File: config.mk
export PLATFORM = sky130hd
export DESIGN_NAME = seg7_decoder
export DESIGN_NICKNAME = d
export VERILOG_FILES = /design/src/rtl/seg7_decoder.sv
export SDC_FILE = /design/constraint.sdc
export NUM_CORES = 1
export LEC_CHECK = 0
export BUFFER_PORTS_ARGS = -buffer_cell sky130_fd_sc_hd__buf_2
export CAP_MARGIN = 25
export CORE_AREA = 2 2 39 41
export DETAILED_ROUTE_END_ITERATION = 12
export DIE_AREA = 0 0 41 43
export PLACE_DENSITY = 0.57
export SLEW_MARGIN = 20
export SYNTH_ARGS = -nofsm -noshare
export SYNTH_HDL_FRONTEND = slang
export SYNTH_SLANG_ARGS = --single-unit
File: constraint.sdc
create_clock -name clk -period 1.57 [get_ports clk]
set_clock_uncertainty 0.1 [all_clocks]
set_input_delay 0.314 -clock clk [delete_from_list [all_inputs] [get_ports clk]]
set_output_delay 0.314 -clock clk [all_outputs]
set_load 0.005 [all_outputs]
File: src/rtl/seg7_decoder.sv
// Registered hex-to-seven-segment decoder for one display digit.
// Segment order gfedcba; lamp_test beats blank, and reset beats both.
module seg7_decoder #(
  parameter bit ACTIVE_LOW = 1'b1
) (
  input  logic       clk,
  input  logic       reset,
  input  logic [3:0] bcd,
  input  logic       blank,
  input  logic       lamp_test,
  output logic [6:0] leds
);

  localparam logic [6:0] AllLit  = 7'h7F;
  localparam logic [6:0] AllDark = 7'h00;
  localparam logic [6:0] DarkDrive = ACTIVE_LOW ? ~AllDark : AllDark;

  logic [6:0] w_glyph;
  logic [6:0] w_pattern;
  logic [6:0] w_drive;
  logic [6:0] r_leds;

  // Active-high glyphs; b and d are lower case so they differ from 8 and 0.
  always_comb begin
    w_glyph = AllDark;
    case (bcd)
      4'h0: w_glyph = 7'h3F;
      4'h1: w_glyph = 7'h06;
      4'h2: w_glyph = 7'h5B;
      4'h3: w_glyph = 7'h4F;
      4'h4: w_glyph = 7'h66;
      4'h5: w_glyph = 7'h6D;
      4'h6: w_glyph = 7'h7D;
      4'h7: w_glyph = 7'h07;
      4'h8: w_glyph = 7'h7F;
      4'h9: w_glyph = 7'h6F;
      4'hA: w_glyph = 7'h77;
      4'hB: w_glyph = 7'h7C;
      4'hC: w_glyph = 7'h39;
      4'hD: w_glyph = 7'h5E;
      4'hE: w_glyph = 7'h79;
      4'hF: w_glyph = 7'h71;
      default: w_glyph = AllDark;
    endcase
  end

  always_comb begin
    w_pattern = w_glyph;
    if (lamp_test) begin
      w_pattern = AllLit;
    end else if (blank) begin
      w_pattern = AllDark;
    end
    w_drive = ACTIVE_LOW ? ~w_pattern : w_pattern;
  end

  always_ff @(posedge clk) begin
    if (reset) begin
      r_leds <= DarkDrive;
    end else begin
      r_leds <= w_drive;
    end
  end

  assign leds = r_leds;

endmodule

# Word-level counts from Yosys, hierarchy flattened
# Memory sizes are Yosys's and may differ from the RTL's.
# Cells that the tools add are included.
op_classes:
  n_reduce_logical: 0
  n_mul: 0
  n_eq_ne: 0
  n_lt_le_gt_ge: 0
  add_sub_neg: 0
  shifts: 0
  muxes: 2
  n_bitwise: 1
  div: 0
op_table:
  columns: ["cell", "n"]
  rows:
  - ["$mux 7", 2]
  - ["$not 7->7", 1]
word_totals:
  ramBits: 0
  latch_bits: 0
  elab_cells: 5
  n_memories: 1
  inputBits: 8
  mem_bits_ro: 112
  reg_bits: 7
  output_inout_bits: 7
memory_table:
  columns: ["name", "depth", "word_bits", "read_ports", "rd_clocked_by_memory_dff", "wr", "line_no", "rtl"]
  rows:
  - ["(name not given)", 16, 7, 1, 0, 0, "26", "case (bcd)"]

# Longest topological paths before layout
# Gate-level depths: netlist of the first run.
# An unclocked memory read counts as a cell.
logic_depth:
  ltp_word: 4
  mapped_depth: 5
  ltp_nobuf: 5

# Worst setup path after synthesis of the first run
# No wires, ideal clock.
synth_path:
  path_type: "input -> register"
  from: "input port bcd[0]"
  to: "register r_leds[1] (netlist: leds[1])"
  setup_ns: 0.122
  cell_stages: 5
  required_time_ns: 1.348
  n_path_buf: 0
  path_slack_ns: 0.243
  arrival_time_ns: 1.105
  cell_sequence: "inv_1 -> ha_1 -> nand2b_1 -> o21ai_1 -> a311o_1"
synth_between:
  elab_chain_cells: 4
synth_rtl:
  columns: ["item", "line_no", "rtl"]
  rows:
  - ["start: declaration", "8", "input logic [3:0] bcd,"]
  - ["$mem_v2 16x7", null, null]
  - ["$mux 7", "51", "end else if (blank) begin"]
  - ["$mux 7", "49", "if (lamp_test) begin"]
  - ["$not 7->7", "54", "w_drive = ACTIVE_LOW ? ~w_pattern : w_pattern;"]
  - ["end signal: assignment", "59", "r_leds <= DarkDrive;"]
  - ["end signal: assignment", "61", "r_leds <= w_drive;"]
  - ["end: declaration", "21", "logic [6:0] r_leds;"]
# No other way between the ends.
# A chain may end at the register's enable or synchronous reset.

# Worst setup path after layout of the first run
# Same ends and word-level chain as after synthesis.

==> results of run 1 <==
## area by class of cell
cell class	instances	area, um^2
Sequential cell	7	140
Timing Repair Buffer	17	92.6
Multi-Input combinational cell	38	315
Inverter	6	22.5
Tap cell	16	20.0
Fill cell	138	767
Clock buffer	4	26.3
## final timing paths
kind / to / depth (start not counted)
hold / removal: leds[6]$_SDFF_PP1_ / 2
setup / recovery: leds[1]$_SDFF_PP1_ / 6
## through the flow
| step | std cells | power [uW] |
|---|---|---|
| after floorplan | 52 | 259 |
| after global placement | 84 | 308 |
| after detailed placement | 84 | 308 |
| after CTS | 88 | 475 |
| after global routing | 88 | 499 |
| final | 88 | 473 |
## layer usage
| metal | track usage (%) | wire length, um |
|---|---|---|
| met1 | 16.6 | 471 |
| met5 | 0 | 0 |
| met3 | 1.57 | 27 |
| met4 | 10.0 | 20 |
| met2 | 20.9 | 500 |
## synthesized netlist by cell type, drive strengths merged (2+ instances only)
cell and count:
inv 6, ha 6, nor3 3, dfxtp 7
a2111oi 2, nand2 2, nand2b 2, a21oi 4
o21ai 5
## logic make-up (layout without fill, tap and decap cells)
logic type / Yosys count / count (layout) / synth area share [%]
multiplexers: 1 / 1 / 2.05
adder cells (fa/ha/maj): 6 / 6 / 15.3
buffers and inverters: 7 / 27 / 6.90
flip-flops: 7 / 7 / 28.6
AO/OA/AOI/OAI: 18 / 18 / 30.7
AND/OR/NAND/NOR: 13 / 13 / 16.4
## cells in the final DEF, fill, tap and decap left out, types with 2 or more instances in the layout
master     n
nand2_1    2
nand2b_1   2
ha_1       6
a21oi_1    4
buf_4      3
buf_2     14
dfxtp_1    7
inv_1      5
o21ai_0    4
clkbuf_4   3
nor3_1     3
## where the power goes
group	switching [uW]	leakage, uW	total (uW)	internal [uW]
registers	2.79	0.0000589	196	193
clock network	71.1	0.0000150	168	97.3
logic	60.1	0.000211	109	49.2
==> out/qor.yml, run 1 <==
crit_buf_inv: 2
cp_data_required_time_ns: 1.61
grt_max_degree: 13
placed_area_um2: 591
synth_top_area_share_pct: 28.6
pin_count: 15
largest_register_ffs: 7
max_stage_delay_ns: 0.34
fin_crit_sh_pct: 82.2
hold_class: "input port to register"
antenna_found_initial: 0
wl_per_cell_um: 11.6
cp-end-kind: "register"
max-slew-margin-rel_pct: 80.7
drtAntennaViolNets: 0
routed_wl_um: 1020
fmax_mhz: 775
vdd_drop_max_mv: 0.228
criticalPathCategory: "input port to register"
drv_slew: 0
yosysWarnings: 0
finalWorstPathRequiredPeriod_ns: 1.29
die_area_um2: 1760
synth_cells: 52
place_hpwl_um: 798
hold_buffers: 0
place_ws_ns: 0.0239
syn_nets: 66
finalHoldViolations: 0
drive_above_1_share_pct: 34.7
grt_first_pass_wirelength_um: 1610
cp-start-kind: "input port"
synth-seq-cells: 7
synthArstFlopShare_pct: 0
synth-seq-area-share_pct: 28.6
rsz0062_at_grt: "no"
dieWidth_um: 41
numClockSinks: 7
setup_viol: 0
first_iter_violations: 4
drv_cap: 0
fin_util_pct: 44.6
worst_slew_pin_slew_ns: 0.287
cts_tree: "built"
area_growth_pct: 26.1
setup_tns_ns: 0
initial_utilization_pct: 35.4
ys_top_cells_by_area: "dfxtp_1 (29%), ha_1 (15%), a2111oi_4 (5.6%)"
post_cts_buffers: 0
cp_top_family: "compound AO/OA/AOI/OAI gates"
io_buffer_count: 14
diodes: 0
whs_ns: 0.242
drc: 0
die_h_um: 43
vias: 456
path_clk_slew_ns: 0.05
p_leak_uw: 0.000285
crit_fanout: 5
min_from: "lamp_test"
cp.arrival_ns: 1.33
ctsResizeCount: 0
rows: 14
gp_congestion: 0.817
status: "finished, final reports clean"
track_usage_pct: 13.7
final_area_um2: 617
power_density_nw_per_um2: 767
grt-ovfl-total: 0
synth_edf_count: 0
core_area_um2: 1380
layout_setup_ws_ns: 0.280
crit_start: "bcd[0]"
synth.avg_cell_area_um2: 9.41
synth_ff_type: "dfxtp_1"
ys_types: 27
yosysTopAreaCell: "dfxtp_1"
vias_per_cell: 5.18
cts-buffers-inserted: 3
cts_root_buf: "clkbuf_4"
cts_max_path_buffers: 2
drtPass1Iterations: 5
grt_pass1_vias: 401
fin_nets: 87
htree_levels: 1
slowest_stage: "a311o_1"
syn-cell-area_um2: 489
cp_cell_sequence: "buf_2 > inv_1 > ha_1 > nand2b_1 > o21ai_1 > a311o_1"
No activity file was read; power rests on OpenSTA's default activity.
==> run 2, diff against run 1 <==
ABC_AREA = 1   (was default)
PLACE_DENSITY = 0.6   (was 0.57)
clock period = 1.1 ns   (was 1.57 ns; I/O delays follow)
==> out/qor.yml, run 2 <==
p_int_uw: 474
seqPwrFrac_pct: 42.2
power_density_nw_per_um2: 1080
swShare_pct: 27.5
cts_max_path_buffers: 2
max-slew-margin-rel_pct: 85.5
yosysWarnings: 0
fin_nets: 107
worst_slew_pin_slew_ns: 0.217
numClockSinks: 7
ys_top_cells_by_area: "dfxtp_1 (29%), nand2_1 (24%), ha_1 (15%)"
synth_ff_type: "dfxtp_1"
routed_wl_um: 935
grt-ovfl-total: 0
cp-end-kind: "register"
crit_fanout: 4
p_leak_uw: 0.000345
clock_power_share_pct: 34.7
vias_per_cell: 4.57
cts_root_buf: "clkbuf_4"
pin_count: 15
cts-buffers-inserted: 3
pwr-share-comb_pct: 23.0
drtAntennaViolNets: 0
hold_buffers: 0
multi_input_area_um2: 292
syn-cell-area_um2: 490
synth_top_area_share_pct: 28.6
setup_viol: 0
cts_tree: "built"
diodes: 0
first_iter_violations: 4
post_cts_buffers: 0
largest_register_ffs: 7
rows: 14
placed_area_um2: 577
nFillCells: 149
path_clk_slew_ns: 0.05
vdd_drop_max_mv: 0.590
synth-seq-area-share_pct: 28.6
syn_nets: 88
synth_edf_count: 0
antenna_found_initial: 0
gp_congestion: 0.810
grt_first_pass_wirelength_um: 1540
final_common_cell: "nand2_1"
drv_cap: 0
final_area_um2: 608
synth.avg_cell_area_um2: 6.63
synth-seq-cells: 7
drive_above_1_share_pct: 26.1
vias: 494
dieWidth_um: 41
die_area_um2: 1760
io_buffer_count: 14
synth_cells: 74
grt_max_degree: 11
track_usage_pct: 13.0
ctsResizeCount: 0
p_sw_uw: 180
fin_util_pct: 43.9
place_hpwl_um: 753
area_growth_pct: 24.0
fin_crit_sh_pct: 92.8
drv_slew: 0
wl_per_cell_um: 8.66
ys_types: 15
synthTopCellsByCount: "nand2_1 (31), nand3_1 (12), inv_1 (8)"
setup_tns_ns: 0
drc: 0
drtPass1Iterations: 4
final_cell_mix: "nand2_1 (31), buf_2 (13), nand3_1 (12), inv_1 (7), dfxtp_1 (7)"
criticalPathCategory: "input port to register"
htree_levels: 1
yosysTopAreaCell: "dfxtp_1"
power.total_uw: 654
whs_ns: 0.153
synthArstFlopShare_pct: 0
core_area_um2: 1380
synth.most_common_cell: "nand2_1"
status: "finished, final reports clean"
finalWorstPathRequiredPeriod_ns: 1.02
die_h_um: 43
grt_pass1_vias: 384
initial_utilization_pct: 35.4
final-seq-area_um2: 140
rsz0062_at_grt: "yes"
cp.arrival_ns: 1.06
cp-start-kind: "input port"
fmax_mhz: 980
finalHoldViolations: 0
hold_class: "input port to register"
cp_data_required_time_ns: 1.14
-- run 2: worst max-delay path, stage by stage --
cell and delay [ns]:
buf_2 0.10, inv_1 0.08, ha_1 0.30, inv_1 0.04, nand2_1 0.05, nand2_1 0.05, nand2_1 0.05, nand3_1 0.06
nand2_1 0.06, nand2_1 0.04
-- run 2: final cells by class --
cell class              count  area share [%]
repair buffers             16            14.4
clock buffers               4            4.32
well taps                  16            3.29
inverters                  10            7.00
flip-flops and latches      7            23.0
multi-input cells          55            47.9
-- run 2: per-layer routing --
layer	part of all wire (%)	vias to the layer above	wire (um)	global-route usage [%]
li1	-	266	-	-
met1	48	214	449	16.4
met2	46	14	428	17.8
met3	6.0	0	56	7.85
met4	0	0	0	4.00
met5	0	-	0	0
-- run 2: metrics by stage --
stage	cells	worst slack (ns)
finish	108	0.0796
global route	108	-0.0000314
CTS	108	0.0641
detailed placement	104	-0.197
global placement	104	-0.185
floorplan	74	0.000857
-- run 2: logic make-up after synthesis --
kind of cell,Yosys count,share of synthesized area (%)
fa+ha+maj,6,15.3
buf+inv,12,12.5
compound gates,3,3.57
flops,7,28.6
simple gates,46,40.0
-- run 2: worst paths after layout --
| kind | cells past startpoint | to | slack [ns] | start |
|---|---|---|---|---|
| hold / removal | 3 | leds[2]$_SDFF_PP1_ | 0.15 | reset |
| setup / recovery | 10 | leds[3]$_SDFF_PP1_ | 0.08 | bcd[1] |
-- run 2: power groups by stage --
stage               sequential (uW)  clock (uW)  combinational [uW]
CTS                             276         237                 150
finish                          276         227                 151
floorplan                       285           0                97.0
detailed placement              281           0                 149
global route                    278         256                 173
global placement                281           0                 149
==> run 3, diff against run 2 <==
ABC_AREA = 0   (was 1)
RECOVER_POWER = 25   (was default)
==> out/qor.yml, run 3 (same netlist as run 1, synthesis figures left out) <==
pin_count: 15
power.total_uw: 708
grt-ovfl-total: 0
track_usage_pct: 17.0
top_layer_used: "met4"
place_hpwl_um: 910
cp-start-kind: "input port"
clock_power_share_pct: 31.8
die_area_um2: 1760
slowest_stage: "a311o_1"
crit_buf_inv: 2
dr_wl_met2_um: 590
drtAntennaViolNets: 0
fin_nets: 96
drtPass1Iterations: 4
vias: 481
pwr-share-comb_pct: 28.7
cp_top_family: "compound AO/OA/AOI/OAI gates"
largest_register_ffs: 7
io_buffer_count: 14
drc: 0
p_leak_uw: 0.000323
holdPathEnd: "leds[2]$_SDFF_PP1_"
grt_first_pass_wirelength_um: 2040
final-seq-area_um2: 140
wl_per_cell_um: 12.3
criticalPathCategory: "input port to register"
dieWidth_um: 41
swShare_pct: 27.4
fin_crit_sh_pct: 95.7
fmax_mhz: 950
hold_buffers: 0
cts-buffers-inserted: 3
p_sw_uw: 194
path_clk_slew_ns: 0.05
rows: 14
wl_met1_um: 527
hold_class: "input port to register"
max_stage_delay_ns: 0.26
die_h_um: 43
cp_data_required_time_ns: 1.13
status: "finished, final reports clean"
min_from: "lamp_test"
finalHoldViolations: 0
multi_input_area_um2: 355
final_cell_mix: "buf_4 (13), buf_2 (10), dfxtp_1 (7), a21oi_1 (4), clkbuf_4 (4)"
grt_pass1_vias: 473
route.met3.wl_um: 53
setup_viol: 0
nFillCells: 141
hold_depth: 2
initial_utilization_pct: 35.4
setup_tns_ns: 0
power_density_nw_per_um2: 967
drv_cap: 0
final_common_cell: "buf_4"
htree_levels: 1
cp-end-kind: "register"
p_int_uw: 514
vias_per_cell: 4.96
worst_slew_pin_slew_ns: 0.311
cts_max_path_buffers: 2
core_area_um2: 1380
area_growth_pct: 49.6
grt_max_degree: 10
drv_slew: 0
vdd_drop_max_mv: 0.326
finalWorstPathRequiredPeriod_ns: 1.05
cp.arrival_ns: 1.08
post_cts_buffers: 0
seqPwrFrac_pct: 39.5
cts_root_buf: "clkbuf_4"
gp_congestion: 0.784
numClockSinks: 7
cp_cell_sequence: "clkbuf_4 > inv_4 > ha_4 > nand2b_1 > o21ai_1 > a311o_1"
antenna_found_initial: 0
drive_above_1_share_pct: 45.7
diodes: 0
cts_tree: "built"
first_iter_violations: 3
crit_fanout: 4
routed_wl_um: 1190
max-slew-margin-rel_pct: 79.3
run 3: per-layer routing:
metal  global-route usage [%]  vias up
li1                         -      248
met3                     3.66        4
met1                     21.8      213
met4                     10.0        0
met5                        0        -
met2                     24.7       16
run 3: power groups by stage:
stage / Clock, uW / Sequential [uW] / Combinational, uW
2_1_floorplan: 0 / 289 / 88.6
3_3_place_gp: 0 / 284 / 193
3_5_place_dp: 0 / 284 / 194
4_1_cts: 233 / 279 / 195
5_1_grt: 264 / 282 / 226
6_report: 225 / 279 / 203
run 3: worst max path at each step:
stage | slack, ns | to | cells after the start | start
finish | 0.05 | leds[1]$_SDFF_PP1_ | 6 | bcd[0]
global route | -0.002 | leds[6]$_SDFF_PP1_ | 5 | bcd[0]
CTS | 0.02 | leds[6]$_SDFF_PP1_ | 5 | bcd[0]
detailed placement | -0.24 | leds[6]$_SDFF_PP1_ | 5 | bcd[0]
global placement | -0.24 | leds[6]$_SDFF_PP1_ | 5 | bcd[0]
floorplan | -0.007 | leds[6]$_SDFF_PP1_ | 4 | bcd[0]
run 3: per-stage QoR:
step	setup WS (ns)	hold WS, ns	std cells	cell area, um^2	util [%]
2_1_floorplan	-0.00702	0.212	52	519	-
3_3_place_gp	-0.244	0.394	93	688	49.7
3_5_place_dp	-0.237	0.387	93	688	49.7
4_1_cts	0.0203	0.134	97	714	51.6
5_1_grt	-0.00218	0.153	97	732	52.9
6_report	0.0475	0.153	97	732	52.9
run 3: layout make-up:
class,instances,area share (%)
multi-input cells,38,48.5
repair buffers,26,22.2
clock buffers,4,3.59
flip-flops and latches,7,19.1
well taps,16,2.74
inverters,6,3.76
run 3: what timing repair did:
item	in CTS	in global routing
endpoints found under the hold margin	0	0
gates resized for setup	0	4
setup endpoints to repair	0	3
